<file path="src/rtl/execute_unit.sv">
// Execute stage behind the 16x8 register file: single-cycle ALU plus an optional
// shift-add multiplier, enabled by defining EXEC_UNIT_MUL_EN.
module execute_unit #(
    parameter int DATA_W = 8,
    parameter int ADDR_W = 4
) (
    input  logic              clk,
    input  logic              n_reset,
    input  logic              in_valid,
    output logic              in_ready,
    input  logic [3:0]        opcode,
    input  logic [ADDR_W-1:0] rd,
    input  logic [DATA_W-1:0] rs_data,
    input  logic [DATA_W-1:0] rt_data,
    input  logic [DATA_W-1:0] imm,
    output logic              wb_n_w,
    output logic [ADDR_W-1:0] wb_rd,
    output logic [DATA_W-1:0] wb_data,
    output logic [3:0]        flags,
    output logic              illegal_op
);

    localparam int MSB = DATA_W - 1;

    localparam logic [3:0] OP_NOP = 4'h0;
    localparam logic [3:0] OP_ADD = 4'h1;
    localparam logic [3:0] OP_SUB = 4'h2;
    localparam logic [3:0] OP_AND = 4'h3;
    localparam logic [3:0] OP_OR  = 4'h4;
    localparam logic [3:0] OP_XOR = 4'h5;
    localparam logic [3:0] OP_NOT = 4'h6;
    localparam logic [3:0] OP_SHL = 4'h7;
    localparam logic [3:0] OP_SHR = 4'h8;
    localparam logic [3:0] OP_MOV = 4'h9;
    localparam logic [3:0] OP_LDI = 4'hA;
    localparam logic [3:0] OP_CMP = 4'hB;
`ifdef EXEC_UNIT_MUL_EN
    localparam logic [3:0] OP_MUL = 4'hC;

    localparam logic [0:0] ST_IDLE = 1'b0;
    localparam logic [0:0] ST_MUL  = 1'b1;

    localparam int                CNT_W    = (DATA_W > 1) ? $clog2(DATA_W) : 1;
    localparam logic [CNT_W-1:0]  CNT_INIT = CNT_W'(DATA_W - 1);
`endif

    logic [ADDR_W-1:0] r_wb_rd;
    logic [DATA_W-1:0] r_wb_data;
    logic              r_wb_n_w;
    logic [3:0]        r_flags;
    logic              r_illegal;

    logic [DATA_W:0]   w_sum;
    logic [DATA_W:0]   w_diff;
    logic [DATA_W-1:0] w_res;
    logic              w_c;
    logic              w_v;
    logic              w_upd_nz;
    logic              w_upd_cv;
    logic              w_wr;
    logic              w_illegal;
    logic              w_accept;
    logic              w_start_mul;

`ifdef EXEC_UNIT_MUL_EN
    logic [0:0]          r_state;
    logic [2*DATA_W-1:0] r_acc;
    logic [2*DATA_W-1:0] r_mcand;
    logic [DATA_W-1:0]   r_mplier;
    logic [CNT_W-1:0]    r_cnt;
    logic [ADDR_W-1:0]   r_mul_rd;
    logic [2*DATA_W-1:0] w_acc_next;

    assign in_ready   = (r_state == ST_IDLE);
    assign w_acc_next = r_acc + (r_mplier[0] ? r_mcand : '0);
`else
    assign in_ready   = 1'b1;
`endif

    assign w_accept = in_valid & in_ready;
    assign w_sum    = {1'b0, rs_data} + {1'b0, rt_data};
    // The extra top bit of the difference is the unsigned borrow.
    assign w_diff   = {1'b0, rs_data} - {1'b0, rt_data};

    // NOTE: every output of this block gets a default first so no latch is inferred.
    always_comb begin
        w_res       = '0;
        w_c         = 1'b0;
        w_v         = 1'b0;
        w_upd_nz    = 1'b0;
        w_upd_cv    = 1'b0;
        w_wr        = 1'b0;
        w_illegal   = 1'b0;
        w_start_mul = 1'b0;
        case (opcode)
            OP_NOP: ;
            OP_ADD: begin
                w_res    = w_sum[MSB:0];
                w_c      = w_sum[DATA_W];
                w_v      = (rs_data[MSB] == rt_data[MSB]) && (w_sum[MSB] != rs_data[MSB]);
                w_upd_nz = 1'b1;
                w_upd_cv = 1'b1;
                w_wr     = 1'b1;
            end
            OP_SUB, OP_CMP: begin
                w_res    = w_diff[MSB:0];
                w_c      = w_diff[DATA_W];
                w_v      = (rs_data[MSB] != rt_data[MSB]) && (w_diff[MSB] != rs_data[MSB]);
                w_upd_nz = 1'b1;
                w_upd_cv = 1'b1;
                w_wr     = (opcode == OP_SUB);
            end
            OP_AND, OP_OR, OP_XOR, OP_NOT: begin
                case (opcode)
                    OP_AND:  w_res = rs_data & rt_data;
                    OP_OR:   w_res = rs_data | rt_data;
                    OP_XOR:  w_res = rs_data ^ rt_data;
                    default: w_res = ~rs_data;
                endcase
                w_upd_nz = 1'b1;
                w_upd_cv = 1'b1;
                w_wr     = 1'b1;
            end
            OP_SHL: begin
                w_res    = {rs_data[MSB-1:0], 1'b0};
                w_c      = rs_data[MSB];
                w_upd_nz = 1'b1;
                w_upd_cv = 1'b1;
                w_wr     = 1'b1;
            end
            OP_SHR: begin
                w_res    = {1'b0, rs_data[MSB:1]};
                w_c      = rs_data[0];
                w_upd_nz = 1'b1;
                w_upd_cv = 1'b1;
                w_wr     = 1'b1;
            end
            OP_MOV, OP_LDI: begin
                w_res    = (opcode == OP_MOV) ? rt_data : imm;
                w_upd_nz = 1'b1;
                w_wr     = 1'b1;
            end
`ifdef EXEC_UNIT_MUL_EN
            OP_MUL: w_start_mul = 1'b1;
`endif
            default: w_illegal = 1'b1;
        endcase
    end

    // NOTE: state is assigned with <= only, so every register samples pre-edge values.
    always_ff @(posedge clk or negedge n_reset) begin
        if (!n_reset) begin
            r_wb_n_w  <= 1'b1;
            r_wb_rd   <= '0;
            r_wb_data <= '0;
            r_flags   <= '0;
            r_illegal <= 1'b0;
`ifdef EXEC_UNIT_MUL_EN
            r_state   <= ST_IDLE;
            r_acc     <= '0;
            r_mcand   <= '0;
            r_mplier  <= '0;
            r_cnt     <= '0;
            r_mul_rd  <= '0;
`endif
        end else begin
            r_wb_n_w  <= 1'b1;
            r_illegal <= 1'b0;
            if (w_accept) begin
`ifdef EXEC_UNIT_MUL_EN
                if (w_start_mul) begin
                    r_state  <= ST_MUL;
                    r_acc    <= '0;
                    r_mcand  <= {{DATA_W{1'b0}}, rs_data};
                    r_mplier <= rt_data;
                    r_cnt    <= CNT_INIT;
                    r_mul_rd <= rd;
                end
`endif
                if (w_upd_nz) begin
                    r_flags[3] <= w_res[MSB];
                    r_flags[2] <= (w_res == '0);
                end
                if (w_upd_cv) begin
                    r_flags[1] <= w_c;
                    r_flags[0] <= w_v;
                end
                // R0 is hard zero, so writes to it are dropped.
                if (w_wr && (rd != '0)) begin
                    r_wb_n_w  <= 1'b0;
                    r_wb_rd   <= rd;
                    r_wb_data <= w_res;
                end
                r_illegal <= w_illegal;
            end
`ifdef EXEC_UNIT_MUL_EN
            else if (r_state == ST_MUL) begin
                r_acc    <= w_acc_next;
                r_mcand  <= {r_mcand[2*DATA_W-2:0], 1'b0};
                r_mplier <= {1'b0, r_mplier[MSB:1]};
                r_cnt    <= r_cnt - 1'b1;
                if (r_cnt == '0) begin
                    r_state    <= ST_IDLE;
                    r_flags[3] <= w_acc_next[MSB];
                    r_flags[2] <= (w_acc_next[MSB:0] == '0);
                    r_flags[1] <= |w_acc_next[2*DATA_W-1:DATA_W];
                    r_flags[0] <= 1'b0;
                    if (r_mul_rd != '0) begin
                        r_wb_n_w  <= 1'b0;
                        r_wb_rd   <= r_mul_rd;
                        r_wb_data <= w_acc_next[MSB:0];
                    end
                end
            end
`endif
        end
    end

    assign wb_n_w     = r_wb_n_w;
    assign wb_rd      = r_wb_rd;
    assign wb_data    = r_wb_data;
    assign flags      = r_flags;
    assign illegal_op = r_illegal;

endmodule
</file>
<file path="config.mk">
export PLATFORM = sky130hd
export DESIGN_NAME = execute_unit
export DESIGN_NICKNAME = d
export VERILOG_FILES = /design/src/rtl/execute_unit.sv
export SDC_FILE = /design/constraint.sdc
export NUM_CORES = 1
export LEC_CHECK = 0
export ABC_AREA = 1
export ABC_CLOCK_PERIOD_IN_PS = 1550
export CAP_MARGIN = 20
export CELL_PAD_IN_SITES_DETAIL_PLACEMENT = 1
export CELL_PAD_IN_SITES_GLOBAL_PLACEMENT = 1
export CORE_MARGIN = 5
export CORE_UTILIZATION = 29
export CTS_CLUSTER_DIAMETER = 150
export DETAILED_ROUTE_END_ITERATION = 12
export MAX_ROUTING_LAYER = met4
export PLACE_DENSITY_LB_ADDON = 0.25
export SLEW_MARGIN = 0
export SYNTH_ARGS = -nofsm -noshare
export SYNTH_HDL_FRONTEND = slang
export SYNTH_SLANG_ARGS = --single-unit
</file>
<file path="constraint.sdc">
create_clock -name clk -period 1.55 [get_ports clk]
set_input_delay 0.31 -clock clk [delete_from_list [all_inputs] [get_ports clk]]
set_output_delay 0.31 -clock clk [all_outputs]
set_load 0.05 [all_outputs]
</file>
Word level (Yosys, flattened, before mapping)
Index checks and enable logic that the tools add are counted.
Storage, ports and cells
  register bits: 18
  input bits: 35
  latch bits: 0
  output and inout bits: 19
  bits in writable memories: 0
  memory bits (read-only): 0
  memories kept: 0
Cells by class
  divide/modulo/power cells: 0
  $add $sub $neg: 2
  reduce and logical (&&, ||, !) cells: 16
  magnitude comparators: 0
  bitwise logic cells: 4
  mux-type cells: 12
  multipliers: 0
  shift operators: 0
  equal/unequal tests: 15
Operators by type and width (count)
  case mux 8 bit (6 select lines): 1
  case mux 8 bit (3 select lines): 1
  OR reduction 9 bit: 2
  equality test 4 x 3 -> 1 bit, second input constant: 4
  equality test 4 bit, second input constant: 4
  OR reduction 12 bit: 1
  OR reduction 11 bit: 1
  adder 8 x 8 -> 9 bit: 1
  subtractor 8 x 8 -> 9 bit: 1
  bitwise AND 8 bit: 1
  equality test 4 x 2 -> 1 bit, second input constant: 2
  logical NOT 8 bit: 1
  2-to-1 mux 8 bit: 1
  NOT 8 bit: 1
  bitwise OR 8 bit: 1
  bitwise XOR 8 bit: 1
  2-to-1 mux 1 bit: 6
  AND reduction 2 bit: 3
  equality test 4 x 1 -> 1 bit, second input constant: 1
  logical NOT 4 bit: 1
  case mux 1 bit (2 select lines): 2
  case mux 1 bit (4 select lines): 1
  nonzero test 4 bit: 1
  OR reduction 2 bit: 2
  4 further kinds: 8

Logic depth before layout (Yosys ltp)
Gate-level depths: netlist of run 1.
  depth in word-level cells: 6
  gate-level depth with buffers: 16
  depth with buffers taken out: 15

Worst setup path after synthesis of run 1
No wires, ideal clock.
  kind: input-to-reg
  start point: in rs_data[0]
  end point: reg r_flags[1], in the netlist flags[1]
  buffers on the path: 0
  cell stages on the path: 11
  arrival time: 1.648 ns
  slack: -0.221 ns
  library setup time: 0.123 ns
  path through: inv_1 > ha_1 > fa_1 > inv_1 > nand3_1 > nand3_1 > a21oi_1 > o21ai_0 > nand2_1 > o21ai_0 > nand2_1
On the way
  cells in the longest elaborated chain, start to end: 2
  elaborated cells between the ends (all ways): 3
RTL lines
  start: declaration: line 13  | input logic [DATA_W-1:0] rs_data,
  subtractor 8 x 8 -> 9 bit or adder 8 x 8 -> 9 bit (tied branches): line 83, 81
  case mux 1 bit (4 select lines) (*): line 95  | case (opcode)
  end signal: assignment: line 185  | r_flags[1] <= w_c;
  end: declaration: line 50  | logic [3:0] r_flags;
Every way passes the cells marked *; elsewhere a longest branch is shown, timed or not.
A chain may end at the register's enable or synchronous reset.

Final worst setup path of run 1
Ends and elaborated chain as after synthesis.

==> metrics.yaml, run 1 <==
area_growth_pct: 109.2
crit_family: "simple AND/OR/NAND/NOR gates"
gr-total-overflow: 0
via_per_inst: 5.416
report.final.slew_viol_count: 0
fillerInstances: 1033
layout-drive-gt1-share_pct: 54.77
grt_pass1_vias: 4066
clock_latency_ps: 250
p_leak_nw: 2.595
grt_pass1_wl_um: 20490
drt-pass1-iter-count: 4
syn_nets: 498
cp_max_fo: 3
synth.avg_cell_area_um2: 5.607
diodes: 0
postCtsHoldBufs: 0
place_area_um2: 4043
tritoncts: "built"
critPathCaptureType: "flip-flop"
internal_power_w: 0.001709
finClkSkew_ps: 0
seq_area_frac_synth_pct: 18.47
dpl.hpwl_um: 9149
antenna_left: 0
ctsLongestPathBuffers: 2
peakVddDrop_uv: 278.4
antenna_found_initial: 0
yosysWarnings: 0
netlist_area_um2: 2445
synthArstFlopShare_pct: 100.0
grt.busiest_layer: "met2"
powerDensity_nw_per_um2: 603.2
clkSinkCount: 18
cpMostUsedCell: "nand2_2"
finalWirelength_um: 15990
clockPowerShare_pct: 10.7
fin_nets: 682
groute.usage.overall_pct: 26.27
min-delay-path-class: "input pin to async pin"
crit_required_ps: 1690
timing.fmax_mhz: 536.7
die_w_um: 101.8
synth_common_cells: "nand2_1, inv_1, nor2_1"
min_period_over_period_pct: 120.2
synth_most_common_cell: "nand2_1"
crit_buf_inv: 3
reg2reg_slack_ps: 850
rows: 33
cts_buffers: 3
crit_type: "input pin to flip-flop"
yosysUniqueCellTypes: 27
grtUsageMet2_pct: 48.39
switchingPower_w: 0.001375
root_buffer: "clkbuf_8"
power_w: 0.003084
reg2reg_depth: 2
setup.worst_path.start_class: "input pin"
synth_seq_cells: 18
r2r_start: "wb_data[2]"
min_period_ps: 1863
status: "finished, violations left"
num_io_pins: 54
yosysTopAreaCell: "nand2_1"
wire_per_inst_um: 22.08
synth_edf_count: 0
holdWs_ps: 396.9
maxCapViolations: 0
io_buffers: 52
clk_pin_slew_ps: 70
coreArea_um2: 8217
reg2reg_to: "wb_data[2]"
rsz0062_at_grt: "yes"
power_frac_seq_pct: 20.2
met3_usage_pct: 1.775
netlist_instances: 436
setup_viol: 10
die_h_um: 101.8
synthTopCellsByArea: "nand2_1, dfrtp_1, ha_1"
p_sw_share_pct: 44.58
cts.htree.levels: 1
drtIter0Drc: 246
crit_chain: "buf_8 > buf_6 > ha_4 > fa_2 > buf_6 > nand3_4 > nand3_2 > nand2_2 > nand2_2 > nand2_2 > nand2_2 > nand2_2 > nand2_2 > o21ai_2 > nand2_1"
finalHoldViolations: 0
setup_ws_ps: -313.2
grt_util_met1_pct: 28.76
ys.flop_type: "dfrtp_1"
grt_start_max_net_pins: 19
initial_core_util_pct: 29.75
die-area_um2: 10370
crit_slowest_cell: "fa_2"
synth_top_area_share_pct: 25.49
p_comb_share_pct: 69.1
place_congestion: 0.9603
cp.arrival_ps: 2000
vias: 3921
fin_setup_tns_ps: -1404
fin_area_um2: 5114
drc: 0
max_stage_delay_ps: 370
failed_checks: "setup timing"
[how the worst max path moves through the flow]
| stage | startpoint | to | slack [ps] | depth (start not counted) |
|---|---|---|---|---|
| finish | rs_data[0] | flags[1] | -310 | 15 |
| global route | rs_data[0] | flags[2] | -410 | 13 |
| CTS | rs_data[0] | flags[2] | -270 | 13 |
| detailed placement | rs_data[0] | flags[2] | -1020 | 13 |
| global placement | rs_data[0] | flags[2] | -910 | 13 |
| floorplan | rs_data[0] | flags[2] | -40 | 11 |
[what timing repair did]
action / CTS / global route
setup buffers: 25 / 15
hold endpoints to repair: 0 / 0
setup endpoints to repair: 17 / 16
pin swaps: 60 / 55
gates resized for setup: 210 / 102
[flip-flops by register name, indices dropped and copies added (netlist names)]
register and count:
wb_data 8, flags 4, wb_rd 4, illegal_op 1
wb_n_w 1
[worst reg2reg max path, delay by kind of cell, from the launching register on]
kind,cells,cell delay (ps)
flops,1,410
simple gates,1,120
compound gates,1,50
[power groups by stage]
stage          registers, W  clock network (W)  logic [W]
5_1_grt            0.000633           0.000351    0.00223
3_5_place_dp       0.000633                  0    0.00158
4_1_cts            0.000625           0.000338    0.00183
3_3_place_gp       0.000629                  0    0.00155
6_report           0.000624           0.000329    0.00213
2_1_floorplan      0.000848                  0   0.000507
[per-layer routing]
metal  part of all wire [%]  vias up
li1                       -     1723
met1                     36     1866
met3                    6.1      106
met4                    8.6        0
met2                     49      226
met5                      0        -
[layout make-up]
| cell class | instances | area (µm²) | area share (%) |
|---|---|---|---|
| clock buffer | 4 | 45.04 | 0.8808 |
| inverter | 63 | 266.5 | 5.212 |
| multi-input combinational | 347 | 2407 | 47.08 |
| sequential | 18 | 451.7 | 8.833 |
| tap | 105 | 131.4 | 2.569 |
| timing repair buffer | 187 | 1812 | 35.43 |
[placed cells by master (no fill, tap or decap), types with 2 or more instances in the layout]
cell               n
a21oi_1            9
a21oi_2            2
a21oi_4            4
a31oi_1            2
buf_12            19
buf_2              7
buf_4            109
buf_6             30
buf_8              5
clkbuf_8           3
clkdlybuf4s50_1   14
dfrtp_1           17
dlygate4sd2_1      2
fa_2               2
ha_1               7
ha_2               7
ha_4              11
inv_1             33
inv_2             19
inv_4             10
nand2_1          115
nand2_2           35
nand2_4           18
nand3_1           27
nand3_2           20
nand3_4            2
nand3b_1           2
nand4_1            4
nor2_1            27
nor2_2            17
nor2_4            12
o21ai_0            9
o21ai_1            7
o21ai_2            2
[logic make-up (layout without fill, tap and decap cells)]
logic type / count (synthesis) / count (layout) / synth area share, %
buf+inv: 71 / 254 / 11.62
other cells: 1 / 1 / 0.1534
compound gates: 37 / 37 / 7.932
simple gates: 281 / 281 / 47.03
xor+xnor: 1 / 1 / 0.3583
fa+ha+maj: 27 / 27 / 14.43
flops: 18 / 18 / 18.48
[metrics by stage]
| stage | setup slack [ps] | util (%) | std cells |
|---|---|---|---|
| after floorplan | -38.58 | - | 436 |
| after global placement | -906.6 | 49.20 | 681 |
| final | -313.2 | 62.24 | 724 |
| after CTS | -269.1 | 57.42 | 710 |
| after global routing | -414.5 | 62.24 | 724 |
| after detailed placement | -1017 | 49.20 | 681 |
(Power assumes the default switching activity.)
==> run 2: changes to the inputs <==
==> constraint.sdc (replaced) <==
create_clock -name clk -period 1.55 [get_ports clk]
set_input_delay 0.31 -clock clk [delete_from_list [all_inputs] [get_ports clk]]
set_output_delay 0.31 -clock clk [all_outputs]
set_load 0.01 [all_outputs]
==> run 2 against run 1 <==
  * The run still ends with setup timing left
  * Cell count increased by 1.4%
  * Via count up 0.59%
  * Hold slack got worse by 8.0 ps
  * Cell area is 0.12% lower
  * Combinational power fell by 16%
  * Clock-buffer cell count is the same
  * Setup slack got worse by 65 ps
  * Sequential share of layout area about the same
  * Power shrank 11%
  * Critical path depth decreased by 2
  * Sequential power down 5.9%
==> metrics.yaml, run 2 (same netlist as run 1, synthesis figures left out) <==
gr-total-overflow: 0
cts_buffers: 3
rows: 33
coreArea_um2: 8217
die_h_um: 101.8
report.final.slew_viol_count: 0
place_area_um2: 3958
antenna_left: 0
wire_per_inst_um: 22.38
cp_max_fo: 3
setup_ws_ps: -378.6
num_io_pins: 54
clkSinkCount: 18
postCtsHoldBufs: 0
root_buffer: "clkbuf_8"
area_growth_pct: 108.9
min_period_ps: 1929
clk_pin_slew_ps: 70
drc: 0
finClkSkew_ps: 0
rsz0062_at_grt: "yes"
timing.fmax_mhz: 518.5
status: "finished, violations left"
groute.usage.overall_pct: 26.16
power_w: 0.002757
cts.htree.levels: 1
drtIter0Drc: 239
crit_required_ps: 1750
fillerInstances: 1037
crit_chain: "buf_8 > buf_6 > ha_4 > fa_2 > xnor2_2 > nor2_1 > nor2_1 > nand2_1 > nor2_2 > nand3_2 > nor2_4 > nand3_2 > nand2_1"
dpl.hpwl_um: 9261
crit_slowest_cell: "fa_2"
diodes: 0
io_buffers: 52
cp.arrival_ps: 2130
maxCapViolations: 0
grt_start_max_net_pins: 19
failed_checks: "setup timing"
grt_pass1_vias: 4043
finalWirelength_um: 16430
mostFrequentLayoutCells: "nand2_1, buf_4, inv_1"
antenna_found_initial: 0
place_congestion: 0.9812
die_w_um: 101.8
peakVddDrop_uv: 278.8
clock_latency_ps: 250
fin_nets: 692
ctsLongestPathBuffers: 2
critPathCaptureType: "flip-flop"
grt_pass1_wl_um: 20520
fin_area_um2: 5107
layout-drive-gt1-share_pct: 52.62
p_leak_nw: 2.592
setup_viol: 12
min-delay-path-class: "input pin to async pin"
max_stage_delay_ps: 410
die-area_um2: 10370
drt-pass1-iter-count: 5
setup.worst_path.start_class: "input pin"
vias: 3944
tritoncts: "built"
largest_reg_flops: 8
via_per_inst: 5.373
crit_type: "input pin to flip-flop"
initial_core_util_pct: 29.75
finalHoldViolations: 0
min_period_over_period_pct: 124.4
powerDensity_nw_per_um2: 539.8
[run 2: final timing paths]
path                                  from         end  slack [ps]  depth (start not counted)
worst min-delay path               n_reset  wb_data[3]         390                          2
max in group asynchronous          n_reset      wb_n_w         900                          2
min in group clk                 opcode[3]  illegal_op         470                          4
worst min register to register  wb_data[5]  wb_data[5]         480                          2
worst max register to register  wb_data[2]  wb_data[2]         820                          2
worst max-delay path            rs_data[0]    flags[2]        -380                         13
[run 2: area by class of cell]
cell class	count	area [µm²]	area share, %
clock buffers	4	55.05	1.078
inverters	63	269.0	5.267
multi-input cells	347	2472	48.41
flip-flops and latches	18	451.7	8.844
well taps	105	131.4	2.572
repair buffers	197	1728	33.83
[run 2: what timing repair did]
action / 4_1_cts / 5_1_grt
setup endpoints to repair: 18 / 15
setup buffers: 23 / 20
resized for setup: 218 / 104
pin swaps: 67 / 59
[run 2: worst max-delay path: cells and delay by family]
kind,cells,cell delay [ps]
adder cells (fa/ha/maj),2,570
buffers and inverters,2,210
AND/OR/NAND/NOR,8,870
XOR/XNOR,1,150
[run 2: routing by layer]
layer,vias up,share of wire [%],GRT usage (%)
li1,1750,-,-
met1,1899,38,30.05
met2,205,50,45.98
met3,90,5.6,1.980
met4,0,6.4,12.71
met5,-,0,-
[run 2: per-stage QoR]
stage	worst slack (ps)	setup TNS (ps)	std cells	hold slack, ps	util [%]
5_1_grt	-412.3	-2981	734	415.3	62.16
3_5_place_dp	-1039	-12250	692	467.0	48.17
3_3_place_gp	-1005	-11540	692	453.4	48.17
4_1_cts	-256.0	-581.8	716	389.2	55.78
2_1_floorplan	-44.76	-59.48	436	14.41	-
6_report	-378.6	-1849	734	388.9	62.16
[run 2: power breakdown]
group,leakage (nW),internal (W),switching (W)
combinational,2.33,0.000839,0.000946
clock,0.0288,0.000226,0.000159
sequential,0.228,0.000544,0.0000427
==> run 3: changes to the inputs <==
--- a/config.mk
+++ b/config.mk
@@ -12,6 +12,7 @@
 export CELL_PAD_IN_SITES_GLOBAL_PLACEMENT = 1
 export CORE_MARGIN = 5
 export CORE_UTILIZATION = 29
+export CTS_BUF_LIST = sky130_fd_sc_hd__clkbuf_2
 export CTS_CLUSTER_DIAMETER = 150
 export DETAILED_ROUTE_END_ITERATION = 12
 export MAX_ROUTING_LAYER = met4
==> run 3 against run 2 <==
  * The flow still finishes with violations (setup timing)
  * Sequential power down 1%
  * Via count down 6.6%
  * Register-to-register slack worse by 140 ps
  * Setup slack better by 170 ps
  * Combinational power down 15%
  * Flip-flop and latch count unchanged
  * Routed wire length down 19%
  * Fmax up 9.6%
  * Critical endpoint unchanged
==> metrics.yaml, run 3 (same netlist as run 1, synthesis figures left out) <==
powerDensity_nw_per_um2: 498.4
crit_buf_inv: 2
grt_start_max_net_pins: 19
die_w_um: 101.8
drtIter0Drc: 207
antenna_found_initial: 0
ctsLongestPathBuffers: 2
p_comb_share_pct: 66.0
min-delay-path-class: "input pin to async pin"
coreArea_um2: 8217
setup_ws_ps: -209.8
cp.arrival_ps: 2030
groute.usage.overall_pct: 24.36
vias: 3685
place_congestion: 0.9812
peakVddDrop_uv: 217.1
initial_core_util_pct: 29.75
clock_latency_ps: 310
mostFrequentLayoutCells: "nand2_1, buf_4, inv_1, nor2_1, nand2_2"
largest_reg_flops: 8
fin_setup_tns_ps: -506.2
crit_family: "simple AND/OR/NAND/NOR gates"
status: "finished, violations left"
p_sw_share_pct: 43.21
critPathCaptureType: "flip-flop"
layout_commonest_cell: "nand2_1"
finalHoldViolations: 0
maxCapViolations: 0
clk_pin_slew_ps: 170
min_period_ps: 1760
wire_per_inst_um: 18.40
crit_type: "input pin to flip-flop"
io_buffers: 52
drc: 0
report.final.slew_viol_count: 0
cts.htree.levels: 1
setup.worst_path.start_class: "input pin"
internal_power_w: 0.001311
layout-drive-gt1-share_pct: 47.24
fin_nets: 679
dpl.hpwl_um: 9261
rows: 33
crit_chain: "buf_8 > buf_6 > ha_4 > fa_2 > xnor2_2 > nor2_1 > nor2_1 > nand2_1 > nor2_2 > nand3_2 > nor2_4 > nand3_2 > nand2_1"
max_stage_delay_ps: 370
die-area_um2: 10370
num_io_pins: 54
drt-pass1-iter-count: 4
tritoncts: "built"
min_period_over_period_pct: 113.5
cp_max_fo: 3
via_per_inst: 5.111
rsz0062_at_grt: "yes"
root_buffer: "clkbuf_2"
clkSinkCount: 18
diodes: 0
switchingPower_w: 0.0009973
power_frac_seq_pct: 25.1
crit_slowest_cell: "fa_2"
p_leak_nw: 2.498
cts_buffers: 3
dp_slack_ps: -1039
grt_pass1_wl_um: 19330
die_h_um: 101.8
crit_required_ps: 1820
area_growth_pct: 89.41
gr-total-overflow: 0
antenna_left: 0
finClkSkew_ps: 0
finalWirelength_um: 13270
grt_pass1_vias: 3911
timing.fmax_mhz: 568.2
setup_viol: 5
failed_checks: "setup timing"
clockPowerShare_pct: 8.9
run 3: cell types whose count changed in the layout (fill, tap and decap cells not counted), sizes merged:
cell | before | now
buf | 163 | 146
clkdlybuf4s50 | 31 | 14
dlygate4sd2 | 3 | 16
dlymetal6s2s | 0 | 4
clkbuf | 4 | 6
clkinv | 0 | 1
nand2 | 168 | 169
run 3: path summary, 6_finish.rpt:
path / from / endpoint / slack, ps / cells past startpoint
hold / removal: n_reset / flags[2] / 300 / 2
setup / recovery: rs_data[0] / flags[2] / -210 / 13
max in group asynchronous: n_reset / wb_n_w / 1000 / 2
setup reg to reg: wb_data[1] / wb_data[1] / 680 / 4
min in group clk: opcode[3] / illegal_op / 420 / 4
hold reg to reg: wb_data[5] / wb_data[5] / 500 / 2
run 3: power by group through the flow:
stage / Combinational (W) / Clock (W) / Sequential [W]
floorplan: 0.000503 / 0 / 0.000624
global route: 0.00163 / 0.000226 / 0.000591
finish: 0.00152 / 0.000205 / 0.000580
global placement: 0.00119 / 0 / 0.000587
CTS: 0.00134 / 0.000211 / 0.000579
detailed placement: 0.00123 / 0 / 0.000593
run 3: what timing repair did:
action | CTS | global route
endpoints found under the hold margin | 0 | 0
setup endpoints to repair | 31 | 17
hold buffers | 0 | 0
setup buffers | 19 | 6
cloned | 1 | 0
pin swaps | 42 | 40
resized for setup | 160 | 85
run 3: worst reg2reg max path, delay by kind of cell, from the launching register on:
| family | cells | cell delay (ps) |
|---|---|---|
| compound gates | 1 | 60 |
| simple gates | 1 | 60 |
| flops | 1 | 410 |
| buf+inv | 2 | 250 |
run 3: final cells by class:
| class | count | area (µm²) |
|---|---|---|
| inverter | 63 | 246.5 |
| fill | 1090 | 3586 |
| clock buffer | 3 | 15.01 |
| clock inverter | 1 | 3.754 |
| multi-input combinational | 348 | 2282 |
| tap | 105 | 131.4 |
| sequential | 18 | 451.7 |
| timing repair buffer | 183 | 1500 |
run 3: stage by stage:
stage          area (µm²)  power, W  std cells  util (%)  hold WS [ps]
2_1_floorplan        2582  0.001127        436         -         14.41
3_3_place_gp         3958  0.001777        692     48.17         453.4
3_5_place_dp         3958  0.001821        692     48.17         467.0
4_1_cts              4383  0.002133        715     53.34         296.6
5_1_grt              4631  0.002449        721     56.36         300.2
6_report             4631  0.002308        721     56.36         300.2
run 3: routing by layer:
metal | vias to the layer above | track usage [%] | routed length [µm]
met4 | 0 | 5.651 | 416
met1 | 1800 | 27.95 | 5363
li1 | 1717 | - | -
met5 | - | - | 0
met2 | 124 | 45.82 | 6799
met3 | 44 | 1.980 | 689
